### config.mk
export PLATFORM = sky130hd
export DESIGN_NAME = cordic_iter_engine
export DESIGN_NICKNAME = d
export VERILOG_FILES = /design/src/rtl/cordic_iter_engine.sv
export SDC_FILE = /design/constraint.sdc
export NUM_CORES = 1
export LEC_CHECK = 0
export CAP_MARGIN = 40
export CORE_ASPECT_RATIO = 1.75
export CORE_UTILIZATION = 35
export DETAILED_ROUTE_END_ITERATION = 8
export GPL_ROUTABILITY_DRIVEN = 0
export PLACE_DENSITY = 0.51
export SLEW_MARGIN = 5
export SYNTH_ARGS = -nofsm -noshare
export SYNTH_HDL_FRONTEND = slang
export SYNTH_SLANG_ARGS = --single-unit
export TNS_END_PERCENT = 1
### constraint.sdc
create_clock -name clk -period 6.22 [get_ports clk]
set_input_delay 1.866 -clock clk [delete_from_list [all_inputs] [get_ports clk]]
set_output_delay 1.866 -clock clk [all_outputs]
set_load 0.01 [all_outputs]
### src/rtl/cordic_iter_engine.sv
// Iterative CORDIC: one shift-add micro-rotation stage reused ITER times per operand set.
// Optional gain compensation state enabled by defining CORDIC_GAIN_COMP_EN.
module cordic_iter_engine #(
  parameter int SYM_WIDTH = 1,
  parameter int INT_WIDTH = 1,
  parameter int DEC_WIDTH = 14,
  parameter int ITER      = 14,
  localparam int W        = SYM_WIDTH + INT_WIDTH + DEC_WIDTH
) (
  input  logic                clk,
  input  logic                rst_n,
  input  logic                in_valid,
  output logic                in_ready,
  input  logic                in_mode,
  input  logic signed [W-1:0] x_in,
  input  logic signed [W-1:0] y_in,
  input  logic signed [W-1:0] z_in,
  output logic                out_valid,
  input  logic                out_ready,
  output logic signed [W-1:0] x_out,
  output logic signed [W-1:0] y_out,
  output logic signed [W-1:0] z_out,
  output logic                busy
);

  localparam int CW = (ITER > 1) ? $clog2(ITER) : 1;
  localparam logic [CW-1:0] LAST = CW'(ITER - 1);

  if (ITER < 1 || ITER > W - 1) begin : g_iter_range
    $error("cordic_iter_engine: ITER must lie in 1..W-1");
  end

  // Elaboration-time atan(2^-i) in the fixed-point format; series converges for i >= 1.
  function automatic int atan_fixed(input int i);
    real t, term, acc, scale;
    if (i == 0) begin
      acc = 0.78539816339744831;
    end else begin
      t = 1.0;
      for (int k = 0; k < i; k++) t = t / 2.0;
      acc  = 0.0;
      term = t;
      for (int n = 0; n < 30; n++) begin
        acc  = acc + (((n % 2) == 0) ? term : -term) / real'(2 * n + 1);
        term = term * t * t;
      end
    end
    scale = 1.0;
    for (int k = 0; k < DEC_WIDTH; k++) scale = scale * 2.0;
    return $rtoi(acc * scale + 0.5);
  endfunction

`ifdef CORDIC_GAIN_COMP_EN
  localparam int K_INT = $rtoi(0.6072529350 * (2.0 ** DEC_WIDTH) + 0.5);
  localparam logic signed [2*W-1:0] K_2W = (2*W)'(K_INT);

  function automatic logic signed [W-1:0] gain_scale(input logic signed [W-1:0] v);
    logic signed [2*W-1:0] p;
    p = $signed({{W{v[W-1]}}, v}) * K_2W;
    return W'(p >>> DEC_WIDTH);
  endfunction
`endif

  logic signed [W-1:0] atan_tab [ITER];
  for (genvar g = 0; g < ITER; g++) begin : g_atan
    localparam int A = atan_fixed(g);
    assign atan_tab[g] = W'(A);
  end

  typedef enum logic [1:0] {IDLE, RUN, COMP, DONE} state_t;

  state_t              state;
  logic [CW-1:0]       cnt;
  logic                mode_r;
  logic signed [W-1:0] xr, yr, zr;
  logic signed [W-1:0] xn, yn, zn;
  logic signed [W-1:0] xs, ys, atan_i;
  logic                neg;

  always_comb begin
    neg    = mode_r ? ~yr[W-1] : zr[W-1];
    xs     = xr >>> cnt;
    ys     = yr >>> cnt;
    atan_i = atan_tab[cnt];
    if (neg) begin
      xn = xr + ys;
      yn = yr - xs;
      zn = zr + atan_i;
    end else begin
      xn = xr - ys;
      yn = yr + xs;
      zn = zr - atan_i;
    end
  end

  always_ff @(posedge clk or negedge rst_n) begin
    if (!rst_n) begin
      state     <= IDLE;
      cnt       <= '0;
      mode_r    <= 1'b0;
      xr        <= '0;
      yr        <= '0;
      zr        <= '0;
      x_out     <= '0;
      y_out     <= '0;
      z_out     <= '0;
      out_valid <= 1'b0;
      busy      <= 1'b0;
      in_ready  <= 1'b1;
    end else begin
      case (state)
        IDLE: begin
          if (in_valid) begin
            xr       <= x_in;
            yr       <= y_in;
            zr       <= z_in;
            mode_r   <= in_mode;
            cnt      <= '0;
            state    <= RUN;
            busy     <= 1'b1;
            in_ready <= 1'b0;
          end
        end
        // ---- micro-rotation stage, reused once per cycle ----
        RUN: begin
          xr  <= xn;
          yr  <= yn;
          zr  <= zn;
          cnt <= cnt + CW'(1);
          if (cnt == LAST) begin
`ifdef CORDIC_GAIN_COMP_EN
            state <= COMP;
`else
            state     <= DONE;
            out_valid <= 1'b1;
            x_out     <= xn;
            y_out     <= yn;
            z_out     <= zn;
`endif
          end
        end
`ifdef CORDIC_GAIN_COMP_EN
        // ---- gain compensation stage ----
        COMP: begin
          state     <= DONE;
          out_valid <= 1'b1;
          x_out     <= gain_scale(xr);
          y_out     <= gain_scale(yr);
          z_out     <= zr;
        end
`endif
        DONE: begin
          if (out_ready) begin
            state     <= IDLE;
            out_valid <= 1'b0;
            busy      <= 1'b0;
            in_ready  <= 1'b1;
          end
        end
        default: state <= IDLE;
      endcase
    end
  end

endmodule

; Yosys cells after proc, flatten, opt, wreduce, memory -nomap -nowiden
; Memories as Yosys holds them, arrays and structs flattened.
; Index checks and enable logic that the tools add are counted.
[totals]
romBits = 256
n_memories = 1
output_inout_bits = 51
inputBits = 53
reg_bits = 106
[classes]
addsub = 7
n_bitwise = 2
n_reduce_logical = 10
order_cmp = 1
muxes = 26
eq_ne = 6
shift = 2
[memory_table]
columns = memory, depth, width, read_ports, rd_ports_with_merged_regs, write_ports, line
row1 = (no name shown), 16, 16, 1, 0, 0, 84  ; atan_i = atan_tab[cnt];
[op_table]
columns = operator, n
row1 = 2-to-1 mux 16 bit, 8
row2 = one-hot mux 16 bit (2 select lines), 3
row3 = adder 16 bit, 3
row4 = subtractor 16 bit, 3
row5 = >>> shifter 16 x 4 -> 16 bit, 2
row6 = AND reduction 3 bit, 3
row7 = one-hot mux 4 bit (2 select lines), 1
row8 = 2-to-1 mux 1 bit, 6
row9 = 2-to-1 mux 2 bit, 3
row10 = != test 2 bit (second input constant), 3
row11 = one-hot mux 1 bit (2 select lines), 3
row12 = one-hot mux 2 bit (3 select lines), 1
row13 = AND reduction 2 bit, 3
row14 = nonzero test 2 bit, 3
row15 = >= comparator 5 bit (second input constant), 1
row16 = inverter 4 -> 5 bit, 1
row17 = adder 4 x 1 -> 4 bit (second input constant), 1
row18 = == test 4 bit (second input constant), 1
row19 = 2-to-1 mux 4 bit, 1
row20 = == test 2 x 1 -> 1 bit (second input constant), 1
row21 = == test 2 bit (second input constant), 1
row22 = logical NOT 2 bit, 1
row23 = inverter 1 bit, 1

; Logic depth before layout (Yosys ltp)
[depth]
depth_word = 7
ltp_mapped = 24

; Worst setup path after synthesis
; No wires, ideal clock.
[synth_timing]
kind = flip-flop to flip-flop
startpoint = register cnt[1]
endpoint = register x_out[14]
slack_ns = 1.362
arrival_time_ns = 4.723
period_less_slack_ns = 4.858
path_stages_with_launch = 21
required_time_ns = 6.086
path_cell_list = dfrtp_1 > clkbuf_1 > buf_2 > buf_2 > mux4_2 > nor2_1 > nor2_1 > o21ai_0 > ha_1 > nand2_1 > o21ai_0 > fa_1 > a21o_1 > a21oi_1 > o21bai_1 > a221oi_1 > o21ai_0 > a2111o_1 > a31oi_1 > xor2_1 > o21ai_0
[synth_between]
elab_chain_cells = 3
word_cells_on_any_way = 6
[synth_lines]
columns = element, line
row1 = from (decl), 73  ; logic [CW-1:0] cnt;
row2 = from (signal assigned), 129  ; cnt <= cnt + CW'(1);
row3 = >>> shifter 16 x 4 -> 16 bit, 83  ; ys = yr >>> cnt;
row4 = subtractor 16 bit or adder 16 bit (tied branches), "90, 86"
row5 = 2-to-1 mux 16 bit, 85  ; if (neg) begin
row6 = to (signal assigned), 136  ; x_out <= xn;
row7 = to (decl), 20  ; output logic signed [W-1:0] x_out,
; Several ways; a longest one is shown, not always the timed one.
; A chain may end at the register's enable or synchronous reset.

; Worst setup path after layout
[layout_timing]
startpoint = register cnt[0]
endpoint = register x_out[14]
; Same word-level chain as after synthesis.

==> results.ini <==
[worst_setup_path]
r2r-end = x_out[14]
critPathCaptureType = flip-flop
arrival_ns = 5.57
crit_chain = buf_4 > mux4_2 > mux4_2 > a211o_4 > nor4_2 > nor2_1 > xor2_1 > ha_1 > nand2_1 > inv_1 > a221oi_1 > o21ai_0 > a2111o_1 > a31oi_1 > xor2_1 > o21ai_0
worstReg2RegStart = cnt[0]
cp_slowest_cell = dfrtp_2
start_kind = flip-flop
rrSetupSlack_ns = 0.89
worst_ep_required_time_ns = 6.46
critical_path_class = flip-flop to flip-flop
cp_max_fo = 33
reg2reg_depth = 16
cp_slowest_stage_delay_ns = 0.87

[synthesis]
synth_common_cells = nand2_1 (115), dfrtp_1 (105), o21ai_0 (88)
synth_mux_area_share_pct = 16.0
ys_types = 73
synth_top_area_share_pct = 29.1
ys_seq_elements = 106
avgSynthCellArea_sq_um = 9.09
synth_compound_area_share_pct = 19.5
yosys.area_share.simple_pct = 14.2
syn_nets = 1111
synth_area_sq_um = 9030
synth_ff_type = dfrtp_1
synth_edf_count = 0
yosysSeqAreaShare_pct = 29.4
synth_top_family_by_area = compound AO/OA/AOI/OAI gates
yosysWarningCount = 0
synth_area_leaders = dfrtp_1 (29%), ha_1 (8.6%), mux4_2 (5.0%), o21ai_0 (4.9%), nand2_1 (4.8%)
synthArstFlopShare_pct = 100
synthCells = 993
synth-xor-area-share_pct = 7.66
synthAdderAreaFrac_pct = 9.26
yosys.area.top_type = dfrtp_1
synth.most_common_cell = nand2_1

[status]
outcome = finished, final reports clean

[layout]
drive_gt1_share_pct = 10.3
diodes = 0
finalNonFillerCells = 1397
syn_to_final_growth_pct = 19.1
fin_nets = 1194

[global_route]
antenna_found_initial = 0
grtUsageTotal_pct = 21.5
grt-ovfl-total = 0
grt_pass1_vias = 7862
grt_pass1_wl_mm = 42.9
grt_max_degree = 77

[sta]
fin_crit_sh_pct = 85.7
finalSetupTns_ns = 0
rsz0062_at_grt = no
finalSetupViolCount = 0
tightest_slew_ns = 0.851
fmax_mhz = 188
slew_headroom_pct = 43.3
skew_ns = 0.0114
post-route-min-period_ns = 5.33
final-hold-violation-count = 0
timing.final.max_slew_violations = 0

[route]
vias_per_cell = 5.56
dr_wl_met3_microns = 761
wirelength_mm = 26.9
vias = 7766
drtPass1Iterations = 5
top_layer = met4
drt-initial-drc-count = 355
drt-met1-wl_mm = 10.2
route.met2.wl_mm = 15.1
ant_nets = 0
drc_errors = 0
wl_per_cell_microns = 19.3

[clocking]
cts_made_buffers = 9
cts_resized = 0
cts.clk_slew.worst_paths_ns = 0.07
cts_hold_buffers = 0
cts_buffer_depth = 2
cts_tree = done
h-tree-depth = 3
clock_latency_ns = 0.39
cts_setup_buffers = 0
cts_sinks = 106
cts_root_buf = clkbuf_16

[floorplanning]
die_area_sq_um = 26500
num_rows = 77
start_util_pct = 35.6
ios = 104
die_y_microns = 214
core_area_sq_um = 25300
die_width_microns = 123

[min_path]
hold_end = x_out[10]
hold_path.class = flip-flop to flip-flop
worstHoldPathCells = 2
hold_start = x_out[10]

[placed_design]
portBuffers = 103
dp_hpwl_mm = 20.6
placed_cells = 1381

[flow_run]
maxCapViolations = 0

flip-flops by register name, indices dropped and copies added, names as in the netlist:
signal and flops:
out_valid 1, zr 16, yr 16, mode_r 1, xr 16, z_out 16, in_ready 1, state 2
y_out 16, busy 1, x_out 16, cnt 4
placed cells by master, fill, tap and decap left out, types with 7 or more instances in the layout:
cell             count
nand2_1            115
dfrtp_1            104
clkdlybuf4s50_1    102
o21ai_0             88
a21oi_1             80
nor2_1              77
ha_1                62
xnor2_1             40
xor2_1              39
mux2i_1             35
nor2b_1             27
mux2_2              27
a211oi_1            25
inv_1               24
buf_4               23
mux4_2              20
mux4_1              12
nand2b_1            11
nand3_1             10
clkbuf_16            9
nor3_1               8
a31oi_1              8
o21ai_1              8
a21o_1               8
o211ai_1             7
o22ai_1              7
worst max-delay path by stage:
stage | endpoint | cells past startpoint | start
after CTS | x_out[14] | 16 | cnt[0]
after global placement | z_out[15] | 18 | cnt[1]
after global routing | xr[14] | 19 | cnt[0]
after floorplan | x_out[14] | 20 | cnt[1]
after detailed placement | x_out[14] | 16 | cnt[0]
final | x_out[14] | 16 | cnt[0]
metrics by stage:
step / setup WS [ns] / area [sq um] / util (%) / hold slack, ns
global placement: 0.918 / 10400 / 41.0 / 0.465
finish: 0.890 / 10800 / 42.4 / 0.484
detailed placement: 0.880 / 10400 / 41.2 / 0.474
CTS: 0.876 / 10800 / 42.4 / 0.490
floorplan: 1.36 / 9030 / - / 0.485
global route: 0.430 / 10800 / 42.4 / 0.519
kinds of logic after synthesis:
logic type | after synthesis
muxes | 96
adders and majority gates | 65
DFF | 106
and+or+nand+nor | 279
AOI/OAI and AO/OA | 286
xor gates and xnor gates | 79
buffers and inverters | 82
critical path: cells and delay by family (launching register included):
| kind | cells | cell delay (ns) |
|---|---|---|
| xor gates and xnor gates | 2 | 0.39 |
| DFF | 1 | 0.87 |
| muxes | 2 | 1.04 |
| adders and majority gates | 1 | 0.34 |
| buffers and inverters | 2 | 0.34 |
| AOI/OAI and AO/OA | 6 | 1.67 |
| and+or+nand+nor | 3 | 0.53 |
area by class of cell:
class,count,area (sq um)
well taps,316,395
repair buffers,128,1260
inverters,26,97.6
clock inverters,6,73.8
flip-flops and latches,106,2660
fillers,2548,14600
multi-input cells,805,6030
clock buffers,10,239
metal layers:
metal  vias up  track usage [%]
li1       3760                -
met1      3820             23.3
met2       148             40.3
met3        38             2.90
met4         0             9.28
met5         -                0
Power is left out: the tool's default activity adds up to more than one toggle a clock period on the data nets, which glitch-free logic cannot reach.
